<file path="src/rtl/match_controller_pkg.sv">
// Shared definitions for the match controller and the fighter FSM block:
// fighter state codes, match phase codes and sprite geometry.
package match_controller_pkg;

    localparam int CHAR_WIDTH = 128;

    typedef enum logic [3:0] {
        FS_IDLE          = 4'd0,
        FS_LEFT          = 4'd1,
        FS_RIGHT         = 4'd2,
        FS_ATK1_STARTUP  = 4'd3,
        FS_ATK1_ACTIVE   = 4'd4,
        FS_ATK1_RECOVERY = 4'd5,
        FS_ATK2_STARTUP  = 4'd6,
        FS_ATK2_ACTIVE   = 4'd7,
        FS_ATK2_RECOVERY = 4'd8,
        FS_DAMAGE        = 4'd9,
        FS_BLOCK         = 4'd10
    } fighter_state_e;

    typedef enum logic [2:0] {
        PH_MENU       = 3'd0,
        PH_COUNTDOWN  = 3'd1,
        PH_FIGHT      = 3'd2,
        PH_ROUND_END  = 3'd3,
        PH_MATCH_OVER = 3'd4
    } match_phase_e;

    function automatic logic is_attack_active(input logic [3:0] st);
        return (st == FS_ATK1_ACTIVE) || (st == FS_ATK2_ACTIVE);
    endfunction

endpackage

</file>
<file path="src/rtl/match_controller_hit_judge.sv">
// Combinational hit judge for one attacker/defender pair: facing, edge gap,
// reach test and block detection. Instantiated once per attack direction.
module match_controller_hit_judge
    import match_controller_pkg::*;
#(
    parameter int ATT_IS_P1  = 1,
    parameter int REACH_ATK1 = 24,
    parameter int REACH_ATK2 = 40
) (
    input  logic [9:0] att_x_i,
    input  logic [9:0] def_x_i,
    input  logic [3:0] att_state_i,
    input  logic [3:0] def_state_i,
    input  logic       att_latch_i,
    output logic       connect_o,
    output logic       blocked_o
);

    localparam int HALF_W = CHAR_WIDTH / 2;

    logic [10:0] att_centre;
    logic [10:0] def_centre;
    logic [10:0] att_near;
    logic [10:0] def_near;
    logic [10:0] gap;
    logic [10:0] reach;
    logic        faces_right;

    always_comb begin
        att_centre = {1'b0, att_x_i} + 11'(HALF_W);
        def_centre = {1'b0, def_x_i} + 11'(HALF_W);

        // Fighter 1 faces right only on a strict centre comparison; fighter 2
        // always faces the other way, so equal centres leave them facing apart.
        if (ATT_IS_P1 != 0) begin
            faces_right = att_centre < def_centre;
        end else begin
            faces_right = !(def_centre < att_centre);
        end

        if (faces_right) begin
            att_near = {1'b0, att_x_i} + 11'(CHAR_WIDTH);
            def_near = {1'b0, def_x_i};
            gap      = (def_near > att_near) ? (def_near - att_near) : 11'd0;
        end else begin
            att_near = {1'b0, att_x_i};
            def_near = {1'b0, def_x_i} + 11'(CHAR_WIDTH);
            gap      = (att_near > def_near) ? (att_near - def_near) : 11'd0;
        end

        case (att_state_i)
            FS_ATK1_ACTIVE: reach = 11'(REACH_ATK1);
            FS_ATK2_ACTIVE: reach = 11'(REACH_ATK2);
            default:        reach = 11'd0;
        endcase

        connect_o = is_attack_active(att_state_i) && !att_latch_i && (gap <= reach);
        // Blocking means walking away from the attacker, which is the attacker's facing direction.
        blocked_o = connect_o &&
                    (def_state_i == (faces_right ? FS_RIGHT : FS_LEFT));
    end

endmodule

</file>
<file path="src/rtl/match_controller.sv">
// Match sequencer: menu, countdown, fight, round end and match over, with hit
// judging, health/round scoring and the fighter FSM hold.
module match_controller
    import match_controller_pkg::*;
#(
    parameter int REACH_ATK1       = 24,
    parameter int REACH_ATK2       = 40,
    parameter int MAX_HEALTH       = 3,
    parameter int ROUNDS_TO_WIN    = 2,
    parameter int COUNTDOWN_FRAMES = 120,
    parameter int ROUND_END_FRAMES = 90
) (
    input  logic       clk_game,
    input  logic       reset,
    input  logic       start_button,
    input  logic [3:0] state_p1,
    input  logic [3:0] state_p2,
    input  logic [9:0] char1_x,
    input  logic [9:0] char2_x,
    output logic       fsm_hold,
    output logic [2:0] match_state,
    output logic [1:0] health_p1,
    output logic [1:0] health_p2,
    output logic [1:0] rounds_p1,
    output logic [1:0] rounds_p2,
    output logic       hit_p1,
    output logic       hit_p2,
    output logic       block_p1,
    output logic       block_p2,
    output logic [1:0] winner
);

    localparam int TIMER_MAX = (COUNTDOWN_FRAMES > ROUND_END_FRAMES) ?
                               COUNTDOWN_FRAMES : ROUND_END_FRAMES;
    localparam int TIMER_W   = $clog2(TIMER_MAX) + 1;

    localparam logic [TIMER_W-1:0] CD_LAST     = TIMER_W'(COUNTDOWN_FRAMES - 1);
    localparam logic [TIMER_W-1:0] RE_LAST     = TIMER_W'(ROUND_END_FRAMES - 1);
    localparam logic [1:0]         HEALTH_FULL = 2'(MAX_HEALTH);
    localparam logic [1:0]         ROUNDS_WIN  = 2'(ROUNDS_TO_WIN);

    match_phase_e       phase_q;
    logic [TIMER_W-1:0] timer_q;
    logic               hold_q;
    logic [1:0]         health_p1_q, health_p1_d;
    logic [1:0]         health_p2_q, health_p2_d;
    logic [1:0]         rounds_p1_q;
    logic [1:0]         rounds_p2_q;
    logic [1:0]         winner_q;
    logic               hit_p1_q, hit_p1_d;
    logic               hit_p2_q, hit_p2_d;
    logic               block_p1_q, block_p1_d;
    logic               block_p2_q, block_p2_d;
    logic               latch_p1_q, latch_p1_d;
    logic               latch_p2_q, latch_p2_d;
    logic               start_prev_q;

    logic start_rise;
    logic ko;
    logic judging;
    logic p1_connect, p1_blocked;
    logic p2_connect, p2_blocked;

    match_controller_hit_judge #(
        .ATT_IS_P1 (1),
        .REACH_ATK1(REACH_ATK1),
        .REACH_ATK2(REACH_ATK2)
    ) u_judge_p1_attacks (
        .att_x_i    (char1_x),
        .def_x_i    (char2_x),
        .att_state_i(state_p1),
        .def_state_i(state_p2),
        .att_latch_i(latch_p1_q),
        .connect_o  (p1_connect),
        .blocked_o  (p1_blocked)
    );

    match_controller_hit_judge #(
        .ATT_IS_P1 (0),
        .REACH_ATK1(REACH_ATK1),
        .REACH_ATK2(REACH_ATK2)
    ) u_judge_p2_attacks (
        .att_x_i    (char2_x),
        .def_x_i    (char1_x),
        .att_state_i(state_p2),
        .def_state_i(state_p1),
        .att_latch_i(latch_p2_q),
        .connect_o  (p2_connect),
        .blocked_o  (p2_blocked)
    );

    // Hit outcomes. The cycle that detects a KO is the exit cycle of FIGHT, so
    // no further damage or pulses are produced in it.
    always_comb begin
        start_rise = start_button && !start_prev_q;
        ko         = (health_p1_q == 2'd0) || (health_p2_q == 2'd0);
        judging    = (phase_q == PH_FIGHT) && !ko;

        hit_p2_d   = judging && p1_connect && !p1_blocked;
        block_p2_d = judging && p1_connect && p1_blocked;
        hit_p1_d   = judging && p2_connect && !p2_blocked;
        block_p1_d = judging && p2_connect && p2_blocked;

        health_p1_d = health_p1_q;
        if (hit_p1_d && (health_p1_q != 2'd0)) begin
            health_p1_d = health_p1_q - 2'd1;
        end
        health_p2_d = health_p2_q;
        if (hit_p2_d && (health_p2_q != 2'd0)) begin
            health_p2_d = health_p2_q - 2'd1;
        end

        latch_p1_d = latch_p1_q;
        if (!is_attack_active(state_p1)) begin
            latch_p1_d = 1'b0;
        end else if (judging && p1_connect) begin
            latch_p1_d = 1'b1;
        end
        latch_p2_d = latch_p2_q;
        if (!is_attack_active(state_p2)) begin
            latch_p2_d = 1'b0;
        end else if (judging && p2_connect) begin
            latch_p2_d = 1'b1;
        end
    end

    // All outputs are registered; pulses are single-cycle strobes with no
    // handshake, and match_state is the phase register itself.
    always_ff @(posedge clk_game or posedge reset) begin
        if (reset) begin
            phase_q      <= PH_MENU;
            timer_q      <= '0;
            hold_q       <= 1'b1;
            health_p1_q  <= HEALTH_FULL;
            health_p2_q  <= HEALTH_FULL;
            rounds_p1_q  <= 2'd0;
            rounds_p2_q  <= 2'd0;
            winner_q     <= 2'd0;
            hit_p1_q     <= 1'b0;
            hit_p2_q     <= 1'b0;
            block_p1_q   <= 1'b0;
            block_p2_q   <= 1'b0;
            latch_p1_q   <= 1'b0;
            latch_p2_q   <= 1'b0;
            start_prev_q <= 1'b0;
        end else begin
            start_prev_q <= start_button;
            latch_p1_q   <= latch_p1_d;
            latch_p2_q   <= latch_p2_d;
            hit_p1_q     <= hit_p1_d;
            hit_p2_q     <= hit_p2_d;
            block_p1_q   <= block_p1_d;
            block_p2_q   <= block_p2_d;

            case (phase_q)
                PH_MENU: begin
                    if (start_rise) begin
                        phase_q     <= PH_COUNTDOWN;
                        timer_q     <= '0;
                        health_p1_q <= HEALTH_FULL;
                        health_p2_q <= HEALTH_FULL;
                        rounds_p1_q <= 2'd0;
                        rounds_p2_q <= 2'd0;
                        winner_q    <= 2'd0;
                    end
                end

                PH_COUNTDOWN: begin
                    if (timer_q == CD_LAST) begin
                        timer_q <= '0;
                        phase_q <= PH_FIGHT;
                        hold_q  <= 1'b0;
                    end else begin
                        timer_q <= timer_q + TIMER_W'(1);
                    end
                end

                PH_FIGHT: begin
                    health_p1_q <= health_p1_d;
                    health_p2_q <= health_p2_d;
                    if (ko) begin
                        phase_q <= PH_ROUND_END;
                        hold_q  <= 1'b1;
                        timer_q <= '0;
                        // A double KO is a draw and awards nothing.
                        if ((health_p1_q == 2'd0) && (health_p2_q != 2'd0)) begin
                            rounds_p2_q <= rounds_p2_q + 2'd1;
                        end else if ((health_p2_q == 2'd0) && (health_p1_q != 2'd0)) begin
                            rounds_p1_q <= rounds_p1_q + 2'd1;
                        end
                    end
                end

                PH_ROUND_END: begin
                    if (timer_q == RE_LAST) begin
                        timer_q <= '0;
                        if ((rounds_p1_q == ROUNDS_WIN) || (rounds_p2_q == ROUNDS_WIN)) begin
                            phase_q  <= PH_MATCH_OVER;
                            winner_q <= (rounds_p1_q == ROUNDS_WIN) ? 2'd1 : 2'd2;
                        end else begin
                            phase_q     <= PH_COUNTDOWN;
                            health_p1_q <= HEALTH_FULL;
                            health_p2_q <= HEALTH_FULL;
                        end
                    end else begin
                        timer_q <= timer_q + TIMER_W'(1);
                    end
                end

                PH_MATCH_OVER: begin
                    if (start_rise) begin
                        phase_q <= PH_MENU;
                    end
                end

                default: begin
                    phase_q <= PH_MENU;
                    hold_q  <= 1'b1;
                    timer_q <= '0;
                end
            endcase
        end
    end

    assign fsm_hold    = hold_q;
    assign match_state = phase_q;
    assign health_p1   = health_p1_q;
    assign health_p2   = health_p2_q;
    assign rounds_p1   = rounds_p1_q;
    assign rounds_p2   = rounds_p2_q;
    assign hit_p1      = hit_p1_q;
    assign hit_p2      = hit_p2_q;
    assign block_p1    = block_p1_q;
    assign block_p2    = block_p2_q;
    assign winner      = winner_q;

endmodule

</file>
<file path="config.mk">
export PLATFORM = sky130hd
export DESIGN_NAME = match_controller
export DESIGN_NICKNAME = d
export VERILOG_FILES = /design/src/rtl/match_controller_pkg.sv /design/src/rtl/match_controller_hit_judge.sv /design/src/rtl/match_controller.sv
export SDC_FILE = /design/constraint.sdc
export NUM_CORES = 1
export LEC_CHECK = 0
export ABC_AREA = 1
export CAP_MARGIN = 0
export CORE_ASPECT_RATIO = 0.6
export CORE_MARGIN = 3
export CORE_UTILIZATION = 40
export DETAILED_ROUTE_END_ITERATION = 6
export GPL_TIMING_DRIVEN = 0
export MAX_ROUTING_LAYER = met4
export PLACE_DENSITY = 0.58
export SYNTH_ARGS = -nofsm -noshare
export SYNTH_HDL_FRONTEND = slang
export SYNTH_HIERARCHICAL = 1
export SYNTH_SLANG_ARGS = --single-unit
export TNS_END_PERCENT = 10
</file>
<file path="constraint.sdc">
create_clock -name clk_game -period 2 [get_ports clk_game]
set_clock_uncertainty 0.2 [all_clocks]
set_input_delay 0.3 -clock clk_game [delete_from_list [all_inputs] [get_ports clk_game]]
set_output_delay 0.3 -clock clk_game [all_outputs]
set_load 0.05 [all_outputs]
</file>
==> impl_metrics.toml, run 1 <==
[status]
status = "finished, violations left"
failed_checks = "negative setup slack"

[route]
wl_um = 15870
drtAntennaViolNets = 0
drc = 0
dr.first_iter.drc_count = 432
via_count = 5625
dr.pass1.iters = 5
viasPerCell = 5.104
wl_per_cell_um = 14.40

[cells_and_area]
multiInputGateArea_sq_um = 4146
fillCellCount = 1285
fin_nets = 1037
regArea_sq_um = 733.2
final_util_pct = 52.90
drive_gt1_share_pct = 16.44
area_growth_pct = 25.00
diodes = 0
stdcell_count = 1102

[setup_path]
arrival_ps = 3550
path_max_fanout = 10
r2r_start = "rounds_p1[0]"
cp_cell_sequence = "buf_2 -> ha_2 -> xnor2_1 -> ha_1 -> a21oi_1 -> nor2_4 -> nor2_4 -> nand3_4 -> nor2_4 -> and2_4 -> inv_4 -> o22ai_4 -> ha_4 -> inv_2 -> a221oi_2 -> nand2_1 -> nor2_2 -> nand3_4 -> nor2_4 -> buf_4 -> buf_6 -> buf_6 -> buf_6 -> nor2_1"
cp-startpoint = "char2_x[6]"
crit_buf_inv = 7
cp_top_family = "simple AND/OR/NAND/NOR gates"
crit_top_cell = "nor2_4"
rr_worst_depth = 8
endpoint_kind = "register"
setup.worst_path.class = "input port to register"
start_kind = "input port"
max_stage_delay_ps = 280
required_ps = 1970
slowest_stage = "a221oi_2"
crit_cells = 24

[sta]
fmax_mhz = 279.3
max-slew-margin-rel_pct = 66.10
grt_setup_unrepaired = "yes"
period_share_pct = 179.0
tightest_slew_ps = 507.6
setup_violations = 10
drv_slew = 0
layout_setup_ws_ps = -1580
fin_crit_ps = 3580
hold_violations = 0

[die]
boundaryPins = 49
dieArea_sq_um = 14670
fp.dieW_um = 154.4
rows = 31
die_h_um = 95.04
start_util_pct = 42.32
core_area_sq_um = 12490

[grt]
antenna_found_initial = 0
overflow = 0
grt_max_degree = 30
grt_pass1_vias = 5187
grt_pass1_wl_um = 25720
grt_use_total_pct = 22.18

[place]
placement.io_buffers = 48
dpl.hpwl_um = 13010
gp_congestion = 0.9503
dp_cells = 1073

[yosys]
synthCells = 860
synth_edf_count = 0
ys_warn_count = 6
ys_ff_latch = 29
syn_area_sq_um = 5285
synth.distinct_cells = 42
synthFlopType = "dfrtp_1"
yosysSeqAreaShare_pct = 13.85
synthArstFlopShare_pct = 100.0
syn_nets = 961
syn_area_per_cell_sq_um = 6.145

[clock_tree]
clk_latency_ps = 280
numCtsBuffers = 5
cts_tree = "done"
clockBufferDepth = 2
cts-root-buf = "clkbuf_16"
ctsHtreeMaxLevel = 2
postCtsHoldBufs = 0
cts.sinks = 29
clkTransAtPathRegs_ps = 60

[power]
leakage_nw = 3.590
power_mw = 3.105
peakVddDrop_mv = 0.3105
powerDensity_nw_per_um2 = 470.0

[min_path]
hold_class = "input port to async pin"

[flow_run]
cap_violations = 0
-- per-stage QoR --
stage               hold WS (ps)  setup WS, ps  setup TNS [ps]  cell area, sq um
finish                     43.90         -1580          -14350              6606
floorplan                  131.4         -1339          -11900              5355
global placement           262.0         -2793          -25550              6042
detailed placement         263.8         -2866          -26200              6042
CTS                        271.2         -1600          -14640              6400
global route               69.94         -1795          -16520              6606
-- where the power goes --
part / switching [mW] / total (mW) / internal (mW) / leakage [nW]
combinational: 0.959 / 1.60 / 0.644 / 3.16
sequential: 0.000330 / 0.589 / 0.589 / 0.348
clock: 0.292 / 0.914 / 0.622 / 0.0841
total: 1.25 / 3.11 / 1.85 / 3.59
-- cells in the final DEF (no fill, tap or decap), drive strengths merged, types with 4 or more instances in the layout --
cell           netlist  final
clkbuf               1      8
nor3                 4      4
o22ai                6      6
nand3b               9      9
o21bai               7      7
fa                   4      4
dlygate4sd2          0     16
o21ai               23     23
xnor2               14     14
xor2                12     12
nand3               89     89
clkdlybuf4s50        0     20
nand2              272    272
ha                  66     66
nor2                81     81
buf                 10     40
dfrtp               24     24
and2                 5      5
dfstp                5      5
a21oi               34     34
nand4               18     18
inv                162    161
-- state kept, by name, summed over array words and instances, names as in the netlist, 2 cells and up --
name         count
rounds_p2        2
rounds_p1        2
health_p2        2
timer_q          8
winner           2
health_p1        2
match_state      3
-- area by class of cell --
| class | count | share of cell area [%] |
|---|---|---|
| buffer | 10 | 1.136 |
| clock buffer | 7 | 2.159 |
| clock inverter | 1 | 0.4545 |
| inverter | 162 | 9.280 |
| multi-input combinational | 658 | 62.77 |
| sequential | 29 | 11.10 |
| tap | 165 | 3.125 |
| timing repair buffer | 70 | 9.981 |
-- worst reg2reg max path, stage by stage (launching register included) --
cell and delay, ps:
dfrtp_1 340, inv_1 60, ha_1 230, or2_2 330, o21bai_1 210, nand3_2 190, nor2_1 170, nand2_1 70
nand2_1 70
-- worst paths after layout --
path | to | slack (ps)
worst max-delay path | hit_p2 | -1580
min in group clk_game | fsm_hold | 270
max in group asynchronous | health_p2[1] | 1060
worst min-delay path | timer_q[1] | 40
worst max register to register | health_p1[1] | 80
worst min register to register | fsm_hold | 270
-- repair_timing --
action                     4_1_cts  5_1_grt
cloned                           0        0
resized for setup              100       37
hold endpoints to repair         0        0
pin swaps                       21       30
setup endpoints to repair       18       18
buffers inserted                16        5
-- kinds of logic after synthesis --
kind of cell	synth area share, %
buffers and inverters	12.93
adders and majority gates	17.14
DFF	13.85
AOI/OAI and AO/OA	8.617
and+or+nand+nor	43.16
xor gates and xnor gates	4.309
-- Yosys cell counts, drive strengths merged, types with 6 or more instances --
library cell	number	area (sq um)
nand2	272	1089
inv	162	608.1
nand3	89	530.5
nor2	81	364.1
ha	66	825.8
a21oi	34	173.9
dfrtp	24	600.6
o21ai	23	115.1
nand4	18	112.6
xnor2	14	122.6
xor2	12	105.1
buf	10	70.06
nand3b	9	67.56
o21bai	7	52.55
o22ai	6	37.54
-- layer usage --
metal,GRT usage [%],share of wire [%],vias to the layer above
li1,-,-,2879
met1,34.52,54,2604
met2,31.28,40,132
met3,2.812,5.0,10
met4,2.278,0.57,0
met5,-,0,-
Note: power is estimated with default switching activity, not from simulation.
==> run 2: changes to the inputs <==
clock period = 4.6 ns   (was 2 ns; I/O delays follow)
==> run 2 against run 1 <==
Effect of this change:
- the run now ends clean
- clock-buffer cell count is 1 higher
- critical endpoint is now health_p2[1]
- design area is 5.9% lower
- sequential cell count stayed put
- total power is 61% lower
- global-route usage is 1.0 points lower
- sequential power is 57% lower
- utilization is 3.1 points lower
- non-clock buffer count is 18 lower
- register-to-register slack better by 2400 ps
==> impl_metrics.toml, run 2 (synthesis gave the netlist of run 1 again) <==
[sta]
fmax_mhz = 235.3
finalSetupTns_ps = 0
layout_setup_ws_ps = 350.0
grt_setup_unrepaired = "yes"
hold_violations = 0
setup_violations = 0
drv_slew = 0
max-slew-margin-rel_pct = 21.77
fin_crit_ps = 4250
tightest_slew_ps = 1172
period_share_pct = 92.39

[die]
die_h_um = 95.04
rows = 31
core_area_sq_um = 12490
dieArea_sq_um = 14670
boundaryPins = 49
start_util_pct = 42.32
fp.dieW_um = 154.4

[power]
internal_power_mw = 0.7042
leakage_nw = 3.504
p_sw_mw = 0.5107
clkPwrFrac_pct = 27.7
powerDensity_nw_per_um2 = 195.5
peakVddDrop_mv = 0.1100
p_sw_share_pct = 42.04
p_seq_share_pct = 21.1
p_comb_share_pct = 51.2

[grt]
antenna_found_initial = 0
grt_use_met1_pct = 32.91
met2_usage_pct = 29.50
grt_max_degree = 30
grt_pass1_vias = 5094
grt_use_total_pct = 21.15
busiest_layer = "met1"
overflow = 0
grt_pass1_wl_um = 24790
use_met3_pct = 3.175

[setup_path]
setup.worst_path.class = "input port to register"
required_ps = 4610
start_kind = "input port"
path_max_fanout = 8
r2r_slack_ps = 2510
endpoint_kind = "register"
arrival_ps = 4260

[cells_and_area]
diodes = 0
final_cell_mix = "257 x nand2_1, 156 x inv_1, 78 x nand3_1"
top_register = "timer_q"
largest_reg_flops = 8
area_growth_pct = 17.57
drive_gt1_share_pct = 10.45
final_area_sq_um = 6213
fin_nets = 1019
final_util_pct = 49.75
final_common_cell = "nand2_1"

[clock_tree]
cts-root-buf = "clkbuf_16"
cts_tree = "done"
ctsHtreeMaxLevel = 2
postCtsHoldBufs = 0
clockBufferDepth = 2
cts.sinks = 29
numCtsBuffers = 5
clkTransAtPathRegs_ps = 50
clk_latency_ps = 280

[route]
dr.pass1.iters = 7
dr.first_iter.drc_count = 417
drc = 0
wl_um = 15180
via_count = 5583
drtAntennaViolNets = 0
viasPerCell = 5.150
wl_per_cell_um = 14.01

[place]
gp_congestion = 0.9658
placement.io_buffers = 48
place_area_sq_um = 5972
dp_worst_setup_slack_ps = -871.4
dpl.hpwl_um = 12800

[flow_run]
cap_violations = 0

[status]
status = "complete, no violations"

[min_path]
hold_class = "register to register"
[run 2: layout make-up]
class / instances / area, sq um
well taps: 165 / 206.4
inverters: 162 / 608.1
clock buffers: 8 / 146.4
repair buffers: 51 / 478.0
plain buffers: 11 / 80.08
multi-input cells: 658 / 3963
fillers: 1273 / 6276
flip-flops and latches: 29 / 732.0
[run 2: path summary, 6_finish.rpt]
check                             startpoint        endpoint  cells after the start
worst max register to register  health_p2[0]      latch_p2_q                      9
worst min register to register      fsm_hold        fsm_hold                      2
min in group asynchronous              reset      timer_q[5]                      2
max in group asynchronous              reset  match_state[1]                      2
worst min-delay path                fsm_hold        fsm_hold                      2
worst max-delay path              char1_x[7]    health_p2[1]                     28
[run 2: routing by layer]
| layer | routed length [um] | vias up |
|---|---|---|
| li1 | - | 2846 |
| met1 | 8237 | 2575 |
| met2 | 6031 | 152 |
| met3 | 840 | 10 |
| met4 | 72 | 0 |
| met5 | 0 | - |
[run 2: critical path: stages]
cell and delay (ps):
buf_2 180, ha_1 250, xnor2_2 190, nand2_1 70
o21ai_0 80, inv_1 70, ha_1 270, nand2_1 70
nor2_2 140, and2_4 160, nand2_4 40, nand3_4 140
nor2_4 50, and2_4 140, inv_1 100, o22ai_2 80
ha_1 280, inv_1 50, a221oi_2 260, nand2_1 100
nor2_2 120, nand3_4 120, nor2_4 110, inv_1 80
a31oi_4 190, nor2_1 90, nand2_1 60, nand2_1 50
[run 2: per-stage QoR]
step | power, mW | instances | hold WS (ps)
2_1_floorplan | 0.6966 | 860 | 289.3
5_1_grt | 1.309 | 1084 | 311.2
3_3_place_gp | 0.8440 | 1073 | 262.6
3_5_place_dp | 0.8553 | 1073 | 267.7
6_report | 1.215 | 1084 | 273.4
4_1_cts | 1.194 | 1081 | 275.2
[run 2: timing repair]
action	4_1_cts	5_1_grt
resized for setup	18	36
buffers inserted	0	3
setup endpoints to repair	8	7
pin swaps	0	5
[run 2: power by group through the flow]
| stage | Clock, mW | Sequential, mW | Combinational (mW) |
|---|---|---|---|
| after floorplan | 0 | 0.260 | 0.436 |
| after global routing | 0.353 | 0.256 | 0.701 |
| after global placement | 0 | 0.260 | 0.584 |
| after CTS | 0.340 | 0.256 | 0.597 |
| after detailed placement | 0 | 0.260 | 0.595 |
| final | 0.337 | 0.256 | 0.622 |
